**src/rtl/ro_sensor_hub.sv**
```systemverilog
// rtl/ro_sensor_hub.sv - multi-channel ring-oscillator measurement controller with UART command port
module ro_sensor_hub #(
  parameter int N_CH       = 4,
  parameter int CNT_W      = 16,
  parameter int WINDOW     = 1000,
  parameter int AVG_LOG2   = 2,
  parameter int SETTLE_CYC = 8
) (
  input  logic            clk,
  input  logic            reset,
  input  logic [N_CH-1:0] ro_in,
  output logic [N_CH-1:0] osc_en,
  input  logic [7:0]      cmd_data,
  input  logic            cmd_valid,
  output logic [7:0]      tx_data,
  output logic            tx_start,
  input  logic            tx_busy,
  output logic            busy,
  output logic [N_CH-1:0] done
);

  localparam int ACC_W   = CNT_W + AVG_LOG2;
  localparam int TMR_MAX = (WINDOW > SETTLE_CYC) ? WINDOW : SETTLE_CYC;
  localparam int TMR_W   = $clog2(TMR_MAX + 1);
  localparam logic [TMR_W-1:0] WIN_LAST = TMR_W'(WINDOW - 1);
  localparam logic [TMR_W-1:0] SET_LAST = TMR_W'(SETTLE_CYC - 1);
  localparam logic [4:0]       AVG_LAST = 5'((1 << AVG_LOG2) - 1);
  localparam logic [4:0]       NCH5     = 5'(N_CH);

  typedef enum logic [1:0] {M_IDLE, M_SETTLE, M_GATE, M_STORE} m_state_e;
  typedef enum logic [1:0] {TX_IDLE, TX_SEND, TX_WAIT} tx_state_e;

  m_state_e          m_state_q, m_state_d;
  tx_state_e         tx_state_q, tx_state_d;
  logic [N_CH-1:0]   ro_s1_q, ro_s1_d, ro_s2_q, ro_s2_d, ro_s3_q, ro_s3_d;
  logic [TMR_W-1:0]  tmr_q, tmr_d;
  logic [4:0]        avg_q, avg_d;
  logic [CNT_W-1:0]  cnt_q, cnt_d;
  logic [ACC_W-1:0]  acc_q, acc_d;
  logic [3:0]        ch_q, ch_d;
  logic [CNT_W-1:0]  res_q [N_CH];
  logic [CNT_W-1:0]  res_d [N_CH];
  logic [N_CH-1:0]   done_q, done_d;
  logic              err_q, err_d;
  logic [7:0]        tx_data_q, tx_data_d;
  logic [7:0]        tx_buf_q, tx_buf_d;
  logic              tx_more_q, tx_more_d;
  logic              tx_ign_q, tx_ign_d;

  logic [N_CH-1:0]   ro_rise;
  logic              edge_hit;
  logic [CNT_W-1:0]  cnt_inc;
  logic [1:0]        cmd_op;
  logic [3:0]        cmd_ch;
  logic              ch_ok, tx_free;
  logic              acc_meas, acc_read, acc_stat, acc_clr, cmd_rej;
  logic [15:0]       rd_val;
  logic [7:0]        status_byte;
  logic              unused_cmd_bits;

  assign busy     = (m_state_q != M_IDLE);
  assign osc_en   = busy ? (N_CH'(1) << ch_q) : '0;
  assign done     = done_q;
  assign tx_data  = tx_data_q;
  assign ro_rise  = ro_s2_q & ~ro_s3_q;
  assign edge_hit = |(ro_rise & osc_en);
  assign cnt_inc  = (edge_hit && (cnt_q != '1)) ? cnt_q + CNT_W'(1) : cnt_q;

  assign cmd_op          = cmd_data[7:6];
  assign cmd_ch          = cmd_data[3:0];
  assign unused_cmd_bits = ^cmd_data[5:4];
  assign ch_ok           = ({1'b0, cmd_ch} < NCH5);
  assign tx_free         = (tx_state_q == TX_IDLE);
  assign acc_meas        = cmd_valid && tx_free && (cmd_op == 2'b00) && !busy && ch_ok;
  assign acc_read        = cmd_valid && tx_free && (cmd_op == 2'b01) && ch_ok;
  assign acc_stat        = cmd_valid && tx_free && (cmd_op == 2'b10);
  assign acc_clr         = cmd_valid && tx_free && (cmd_op == 2'b11) && !busy;
  assign cmd_rej         = cmd_valid && !(acc_meas || acc_read || acc_stat || acc_clr);
  assign status_byte     = {busy, err_q, 2'b00, ch_q};

  // Synchronizer chain for the asynchronous oscillator inputs; third stage feeds the edge detector
  always_comb begin
    ro_s1_d = ro_in;
    ro_s2_d = ro_s1_q;
    ro_s3_d = ro_s2_q;
  end

  // Select the stored result for a READ, zero-extended to two bytes
  always_comb begin
    rd_val = '0;
    for (int i = 0; i < N_CH; i++) begin
      if (cmd_ch == 4'(i)) rd_val = 16'(res_q[i]);
    end
  end

  // Measurement FSM: settle, gated counting with averaging, result store, plus done/err bookkeeping
  always_comb begin
    m_state_d = m_state_q;
    ch_d      = ch_q;
    tmr_d     = tmr_q;
    avg_d     = avg_q;
    cnt_d     = cnt_q;
    acc_d     = acc_q;
    res_d     = res_q;
    done_d    = done_q;
    err_d     = err_q;
    case (m_state_q)
      M_IDLE: begin
        if (acc_meas) begin
          m_state_d = M_SETTLE;
          ch_d      = cmd_ch;
          tmr_d     = '0;
          avg_d     = '0;
          cnt_d     = '0;
          acc_d     = '0;
        end
      end
      M_SETTLE: begin
        if (tmr_q == SET_LAST) begin
          m_state_d = M_GATE;
          tmr_d     = '0;
        end else begin
          tmr_d = tmr_q + TMR_W'(1);
        end
      end
      M_GATE: begin
        if (tmr_q == WIN_LAST) begin
          acc_d = acc_q + ACC_W'(cnt_inc);
          cnt_d = '0;
          tmr_d = '0;
          if (avg_q == AVG_LAST) m_state_d = M_STORE;
          else                   avg_d     = avg_q + 5'd1;
        end else begin
          cnt_d = cnt_inc;
          tmr_d = tmr_q + TMR_W'(1);
        end
      end
      M_STORE: begin
        for (int i = 0; i < N_CH; i++) begin
          if (ch_q == 4'(i)) begin
            res_d[i]  = CNT_W'(acc_q >> AVG_LOG2);
            done_d[i] = 1'b1;
          end
        end
        m_state_d = M_IDLE;
      end
      default: m_state_d = M_IDLE;
    endcase
    if (acc_clr) begin
      done_d = '0;
      err_d  = 1'b0;
    end
    if (cmd_rej) err_d = 1'b1;
  end

  // Reply engine: latch the reply at acceptance, then hand bytes to the UART one handshake at a time
  always_comb begin
    tx_state_d = tx_state_q;
    tx_data_d  = tx_data_q;
    tx_buf_d   = tx_buf_q;
    tx_more_d  = tx_more_q;
    tx_ign_d   = tx_ign_q;
    tx_start   = 1'b0;
    case (tx_state_q)
      TX_IDLE: begin
        if (acc_read) begin
          tx_data_d  = rd_val[7:0];
          tx_buf_d   = rd_val[15:8];
          tx_more_d  = 1'b1;
          tx_state_d = TX_SEND;
        end else if (acc_stat) begin
          tx_data_d  = status_byte;
          tx_more_d  = 1'b0;
          tx_state_d = TX_SEND;
        end
      end
      TX_SEND: begin
        if (!tx_busy) begin
          tx_start   = 1'b1;
          tx_ign_d   = 1'b1;
          tx_state_d = TX_WAIT;
        end
      end
      TX_WAIT: begin
        // The cycle after tx_start may not yet show the UART busy, so it is skipped
        if (tx_ign_q) begin
          tx_ign_d = 1'b0;
          if (tx_more_q) begin
            tx_data_d  = tx_buf_q;
            tx_more_d  = 1'b0;
            tx_state_d = TX_SEND;
          end
        end else if (!tx_busy) begin
          tx_state_d = TX_IDLE;
        end
      end
      default: tx_state_d = TX_IDLE;
    endcase
  end

  // State registers with asynchronous active-low reset
  always_ff @(posedge clk or negedge reset) begin
    if (!reset) begin
      m_state_q  <= M_IDLE;
      tx_state_q <= TX_IDLE;
      ro_s1_q    <= '0;
      ro_s2_q    <= '0;
      ro_s3_q    <= '0;
      tmr_q      <= '0;
      avg_q      <= '0;
      cnt_q      <= '0;
      acc_q      <= '0;
      ch_q       <= '0;
      for (int i = 0; i < N_CH; i++) res_q[i] <= '0;
      done_q     <= '0;
      err_q      <= 1'b0;
      tx_data_q  <= '0;
      tx_buf_q   <= '0;
      tx_more_q  <= 1'b0;
      tx_ign_q   <= 1'b0;
    end else begin
      m_state_q  <= m_state_d;
      tx_state_q <= tx_state_d;
      ro_s1_q    <= ro_s1_d;
      ro_s2_q    <= ro_s2_d;
      ro_s3_q    <= ro_s3_d;
      tmr_q      <= tmr_d;
      avg_q      <= avg_d;
      cnt_q      <= cnt_d;
      acc_q      <= acc_d;
      ch_q       <= ch_d;
      res_q      <= res_d;
      done_q     <= done_d;
      err_q      <= err_d;
      tx_data_q  <= tx_data_d;
      tx_buf_q   <= tx_buf_d;
      tx_more_q  <= tx_more_d;
      tx_ign_q   <= tx_ign_d;
    end
  end

endmodule

```
**config.mk**
```make
export PLATFORM = sky130hd
export DESIGN_NAME = ro_sensor_hub
export DESIGN_NICKNAME = d
export VERILOG_FILES = /design/src/rtl/ro_sensor_hub.sv
export SDC_FILE = /design/constraint.sdc
export NUM_CORES = 1
export LEC_CHECK = 0
export CORE_UTILIZATION = 38
export CTS_CLUSTER_DIAMETER = 200
export CTS_CLUSTER_SIZE = 30
export DETAILED_ROUTE_END_ITERATION = 10
export PLACE_DENSITY = 0.58
export SKIP_LAST_GASP = 1
export SLEW_MARGIN = 20
export SYNTH_ARGS = -nofsm -noshare
export SYNTH_HDL_FRONTEND = slang
export SYNTH_SLANG_ARGS = --single-unit
```
**constraint.sdc**
```tcl
create_clock -name clk -period 4.89 [get_ports clk]
set_input_delay 0.7335 -clock clk [delete_from_list [all_inputs] [get_ports clk]]
set_output_delay 0.7335 -clock clk [all_outputs]
set_load 0.05 [all_outputs]
```
**Word level (Yosys, flattened, before mapping)**

Index checks and enable logic that the tools add are counted.

- $add $sub $neg: 4
- Order comparisons: 1
- Equality and inequality tests: 29
- Shifts and indexed selects: 1
- Mux-type cells: 53
- Bitwise logic cells: 3
- Reductions and logical operators: 52

Operators with widths:

| cell | number |
|---|---|
| $mux W16 | 7 |
| $mux W18 | 2 |
| $pmux W18 S2 | 1 |
| $mux W8 | 4 |
| $pmux W16 S2 | 1 |
| $mux W10 | 3 |
| $pmux W10 S3 | 1 |
| $reduce_and A2 Y1 | 13 |
| $mux W2 | 10 |
| $reduce_bool A2 Y1 | 10 |
| $add A18 B16 Y18 | 1 |
| $add A16 B1 Y16 const B | 1 |
| $eq A4 B2 Y1 const B | 4 |
| $ne A16 B16 Y1 const B | 1 |
| $ne A2 B2 Y1 const B | 8 |
| $pmux W8 S2 | 1 |
| $reduce_and A4 Y1 | 4 |
| $mux W5 | 3 |
| $mux W1 | 12 |
| $mux W4 | 3 |
| $logic_and A1 B1 Y1 | 11 |
| $add A10 B1 Y10 const B | 1 |
| $eq A10 B10 Y1 const B | 1 |
| $eq A10 B3 Y1 const B | 1 |
| 22 further kinds | 39 |

- Flip-flop bits (word level): 156
- Input port bits: 16
- Logic and storage cells: 166

**Depth between registers and ports, before layout**

- Word-level depth: 11
- Mapped depth: 17
- Depth with buffers taken out: 15

**Worst setup path before layout**

OpenSTA, ideal clock, no wires.

- Path kind: reg2reg
- From: register m_state_q[0]
- To: register acc_q[14]
- Setup time: 0.095 ns
- Data arrival time: 3.573 ns
- Data required time: 4.795 ns
- Path slack: 1.221 ns
- Cell stages (with the launch flop): 17
- Buffers on the path: 2
- Clock period less this slack: 3.669 ns
- Cells stage by stage: dfrtp_1 inv_1 ha_1 inv_1 nand2_1 nor3b_2 buf_6 buf_2 xor2_1 ha_1 fa_1 a211oi_1 o211ai_1 nand4_1 nand3b_1 xnor2_1 o31ai_1

- Longest elaborated chain between the ends: 9

Ends and longest elaborated chain:

| what | line | source |
|---|---|---|
| start: declaration | 33 | `m_state_e m_state_q, m_state_d;` |
| start signal: assignment | 222 | `m_state_q <= m_state_d;` |
| $reduce_bool A2 Y1 (*) | 61 | `assign busy = (m_state_q != M_IDLE);` |
| net busy | 18 | `output logic busy,` |
| $mux W4 | 62 | `assign osc_en = busy ? (N_CH'(1) << ch_q) : '0;` |
| $and A4 B4 Y4 | 66 | `assign edge_hit = \|(ro_rise & osc_en);` |
| $reduce_or A4 Y1 | 66 |  |
| $logic_and A1 B1 Y1 | 67 | `assign cnt_inc = (edge_hit && (cnt_q != '1)) ? cnt_q + CNT_W'(1) : cnt_q;` |
| $mux W16 | 67 |  |
| $add A18 B16 Y18 | 128 | `acc_d = acc_q + ACC_W'(cnt_inc);` |
| $mux W18 | 127 | `if (tmr_q == WIN_LAST) begin` |
| $pmux W18 S2 | 107 | `case (m_state_q)` |
| end signal: assignment | 212 | `acc_q <= '0;` |
| end signal: assignment | 230 | `acc_q <= acc_d;` |
| end: declaration | 39 | `logic [ACC_W-1:0] acc_q, acc_d;` |

The timed path passes the listed nets; every way through them passes the cells marked *. The select of a mux whose other input is x is not followed.
A chain may end at the register's enable or synchronous reset.

**Worst setup path in the final report**

- From: register m_state_q[1]
- To: register acc_q[9]

- Longest elaborated chain between the ends: 9

Ends and longest elaborated chain:

| what | line |
|---|---|
| $reduce_bool A2 Y1 | 61 |
| $mux W4 | 62 |
| $and A4 B4 Y4 | 66 |
| $reduce_or A4 Y1 | 66 |
| $logic_and A1 B1 Y1 | 67 |
| $mux W16 | 67 |
| $add A18 B16 Y18 | 128 |
| $mux W18 | 127 |
| $pmux W18 S2 | 107 |

Several ways; a longest one is shown, not always the timed one. The select of a mux whose other input is x is not followed.

==> summary.md <==
| Metric | Value |
|---|---|
| Outcome | `completed` |
| Chain of cells forming the critical path | `inv_1 > ha_1 > buf_4 > inv_1 > nand2_1 > nor3b_2 > buf_4 > mux2_2 > ha_1 > a211oi_1 > nor3_1 > o21ai_0 > o21ai_0 > xnor2_1 > o31ai_1` |
| Setup Buffers After CTS | `0` |
| Initial Utilization | `39.1%` |
| Maximum clock path buffer count | `2` |
| Placement Rows | `52` |
| TritonCTS clock tree | `built` |
| Hold violation total from the final report | `0` |
| Path length in cells of the critical path | `15` |
| Worst hold slack after final layout | `0.352 ns` |
| Gr busiest metal | `met2` |
| Biggest cell delay along the critical path | `0.42 ns` |
| Number of buffer cells added on primary ports | `31` |
| Number of enable-type register cells in the synthesized netlist | `0` |
| Number of flip-flops and latches in the synthesized netlist | `156` |
| Number of nets in the layout | `815` |
| Number of cells on the worst reg-to-reg path | `15` |
| Number of antenna violations at the first check in global routing | `0` |
| Clock Skew | `0.0139 ns` |
| Overall fraction of global-route tracks in use | `18.2%` |
| Setup repair after global routing missed its margin | `false` |
| Reg-to-reg setup timing slack | `0.86 ns` |
| Setup crit end kind | `flip-flop` |
| Max frequency | `248 MHz` |
| Area share of the largest cell type after synthesis | `48.9%` |
| Share of the clock period used by the worst path | `82.3%` |
| Post-detailed-placement half-perimeter wirelength | `12.9 mm` |
| Required time reported for the critical path endpoint | `5.23 ns` |
| Global routing met2 resource utilization | `30.0%` |
| Area of the die | `21600 µm²` |
| Yosys warning total | `0` |
| Starting DRC count in detailed routing | `341` |
| Fraction of synthesis flops using an asynchronous set or reset pin | `100%` |
| Startpoint of the lowest-slack register-to-register path | `m_state_q[1]` |
| CP delay by family, top | `compound AO/OA/AOI/OAI gates` |
| Die boundary height | `147 µm` |
| Peak supply drop | `0.000232 V` |
| Total negative slack for setup checks | `0 ns` |
| Largest driver fanout on the critical path | `20` |
| Net Count, Synth | `795` |
| Routability Congestion | `0.851` |
| GR met1 Demand/Resource | `23.7%` |
| Number of nets still failing antenna checks after routing | `0` |
| Initial DRT Pass Iterations | `7` |
| Tightest slew margin relative to the limit | `28.2%` |
| Inserted Clock Buffers | `17` |
| Final Max Tran Viols | `0` |
| Kind of critical path | `reg2reg` |
| Ant. Diodes | `0` |
| Via count of the first global-routing pass | `5973` |
| Endpoints failing setup | `0` |
| Leakage dissipation | `4.06 nW` |
| I/O pin total | `34` |
| Main area contributors after synthesis | `dfrtp_1 49%, mux2_2 9.9%, ha_1 3.9%` |
| Library cells used by synthesis | `67` |
| Clock insertion delay at the later pin of the skew report | `0.43 ns` |
| Seq/Total Area, Yosys | `48.9%` |
| Clock transition at the registers of the reported paths | `0.07 ns` |
| Dominant synthesized flop cell | `dfrtp_1` |
| Synth Area per Inst | `10.6 µm²` |
| Worst Setup Start Kind | `flip-flop` |
| Grt met3 use | `3.60%` |
| Critical path endpoint | `acc_q[9]` |
| Wire length of the first global-routing pass | `30.8 mm` |
| DRC violation count after routing | `0` |
| H-Tree Level Count | `4` |
| Minimum clock period after layout | `4.03 ns` |
| Max Cap Viol | `0` |
| Cell area after synthesis | `7980 µm²` |
| Critical Path Start | `m_state_q[1]` |
| R2R Path End | `acc_q[9]` |
| Layout fillers | `1937` |
| Average detailed-routed wire length per instance | `17.5 µm` |
| Global route total overflow | `0` |
| Arrival time at the worst endpoint | `4.37 ns` |
| FF+latch area | `3900 µm²` |
| Area of the placeable core | `20400 µm²` |
| Avg Vias per Cell | `5.58` |
| Slew @ Worst Pin | `1.07 ns` |
| Total number of vias | `5891` |
| Synth Instances | `753` |
| CTS Root Cell | `clkbuf_16` |
| Horizontal extent of the die | `147 µm` |
| Cell at the slowest stage of the critical path | `dfrtp_1` |
| Post-Route WL | `18.5 mm` |
| Multi-input gate area | `3890 µm²` |
| Count of cells resized by post-cts repair | `0` |
| Pin count of the biggest net entering global routing | `118` |
| Share of post-route cells with drive strength above 1 | `16.5%` |
| Number of sinks driven by the clock tree | `156` |
| Buffers and inverters on the worst path | `4` |
| Min-Delay Path Class | `reg2reg` |
| Power per Cell Area | `485 nW/µm²` |
| Largest area contributor in the netlist | `dfrtp_1` |
| Area Growth Syn to Fin | `14.8%` |
| Number of hold-repair buffers added at the cts stage | `0` |
==> worst register-to-register path, stage by stage (launching register included) <==
cell,delay (ns)
dfrtp_1,0.42
inv_1,0.10
ha_1,0.19
buf_4,0.17
inv_1,0.17
nand2_1,0.24
nor3b_2,0.23
buf_4,0.25
mux2_2,0.40
ha_1,0.31
a211oi_1,0.40
nor3_1,0.16
o21ai_0,0.40
o21ai_0,0.17
xnor2_1,0.15
o31ai_1,0.19
==> final cells by class <==
cell class | count | area share, %
inverters | 19 | 0.778
clock inverters | 12 | 1.50
clock buffers | 20 | 4.87
multi-input cells | 540 | 42.4
flip-flops and latches | 156 | 42.6
well taps | 270 | 3.69
repair buffers | 39 | 4.12
==> how the worst min path moves through the flow <==
stage	from	to	slack, ns	cells after the start
6_report	ro_s1_q[3]	ro_s2_q[3]	0.35	0
5_1_grt	ro_s1_q[0]	ro_s2_q[0]	0.36	0
4_1_cts	ro_s1_q[3]	ro_s2_q[3]	0.36	0
3_5_place_dp	ro_s1_q[3]	ro_s2_q[3]	0.34	0
3_3_place_gp	ro_s1_q[0]	ro_s2_q[0]	0.33	0
2_1_floorplan	ro_s1_q[0]	ro_s2_q[0]	0.33	0
==> state kept, by name, indices dropped and copies added (netlist names) <==
signal	count
avg_q	5
tx_more_q	1
tx_state_q	2
tx_data	8
done	4
cnt_q	16
acc_q	18
m_state_q	2
tx_ign_q	1
res_q	64
tmr_q	10
ro_s1_q	4
err_q	1
ch_q	4
ro_s3_q	4
tx_buf_q	8
ro_s2_q	4
==> Yosys cell counts, types with 15 or more instances <==
| master | n |
|---|---|
| o31ai_1 | 15 |
| a21oi_1 | 42 |
| nand2_1 | 61 |
| o21ai_0 | 36 |
| inv_1 | 19 |
| a31oi_1 | 19 |
| xnor2_1 | 24 |
| nor2_1 | 45 |
| ha_1 | 25 |
| dfrtp_1 | 156 |
| nand3_1 | 26 |
| clkbuf_1 | 23 |
| mux2_2 | 70 |
| nand4_1 | 18 |
| a22oi_1 | 28 |
==> power by group <==
part	internal, mW	total (mW)	leakage, nW	switching [mW]
Clock	0.769	1.31	0.270	0.543
Combinational	0.514	1.45	1.70	0.938
Sequential	1.50	1.68	2.09	0.182
Total	2.78	4.44	4.06	1.66
==> placed cells by master, fill, tap and decap left out, types with 11 or more instances in the layout <==
cell / n
dfrtp_1: 156
mux2_2: 70
nand2_1: 61
nor2_1: 45
a21oi_1: 42
o21ai_0: 36
clkdlybuf4s50_1: 30
a22oi_1: 28
nand3_1: 26
ha_1: 25
xnor2_1: 24
a31oi_1: 19
inv_1: 19
nand4_1: 18
clkbuf_16: 17
o31ai_1: 15
nor3_1: 11
xor2_1: 11
==> stage by stage <==
step	setup slack, ns	cells	util, %	area, µm²	power (mW)
floorplan	1.22	753	-	7980	2.71
finish	0.864	1056	44.9	9160	4.44
global placement	0.967	1023	41.9	8560	3.11
CTS	0.888	1056	44.8	9160	4.48
detailed placement	0.918	1024	42.0	8570	3.16
global route	0.418	1056	44.9	9160	4.70
==> kinds of logic after synthesis <==
logic type | Yosys count | synth area share, %
adder cells (fa/ha/maj) | 26 | 4.17
XOR/XNOR | 35 | 3.84
buffers and inverters | 57 | 2.99
multiplexers | 74 | 10.8
AND/OR/NAND/NOR | 219 | 14.2
flip-flops | 156 | 48.9
AO/OA/AOI/OAI | 186 | 15.2
==> routing by layer <==
metal  part of all wire [%]  vias to the layer above
li1                       -                     2808
met2                     49                      129
met4                    2.8                        0
met1                     45                     2922
met5                      0                        -
met3                    3.5                       32
Note: power is estimated with default switching activity, not from simulation.
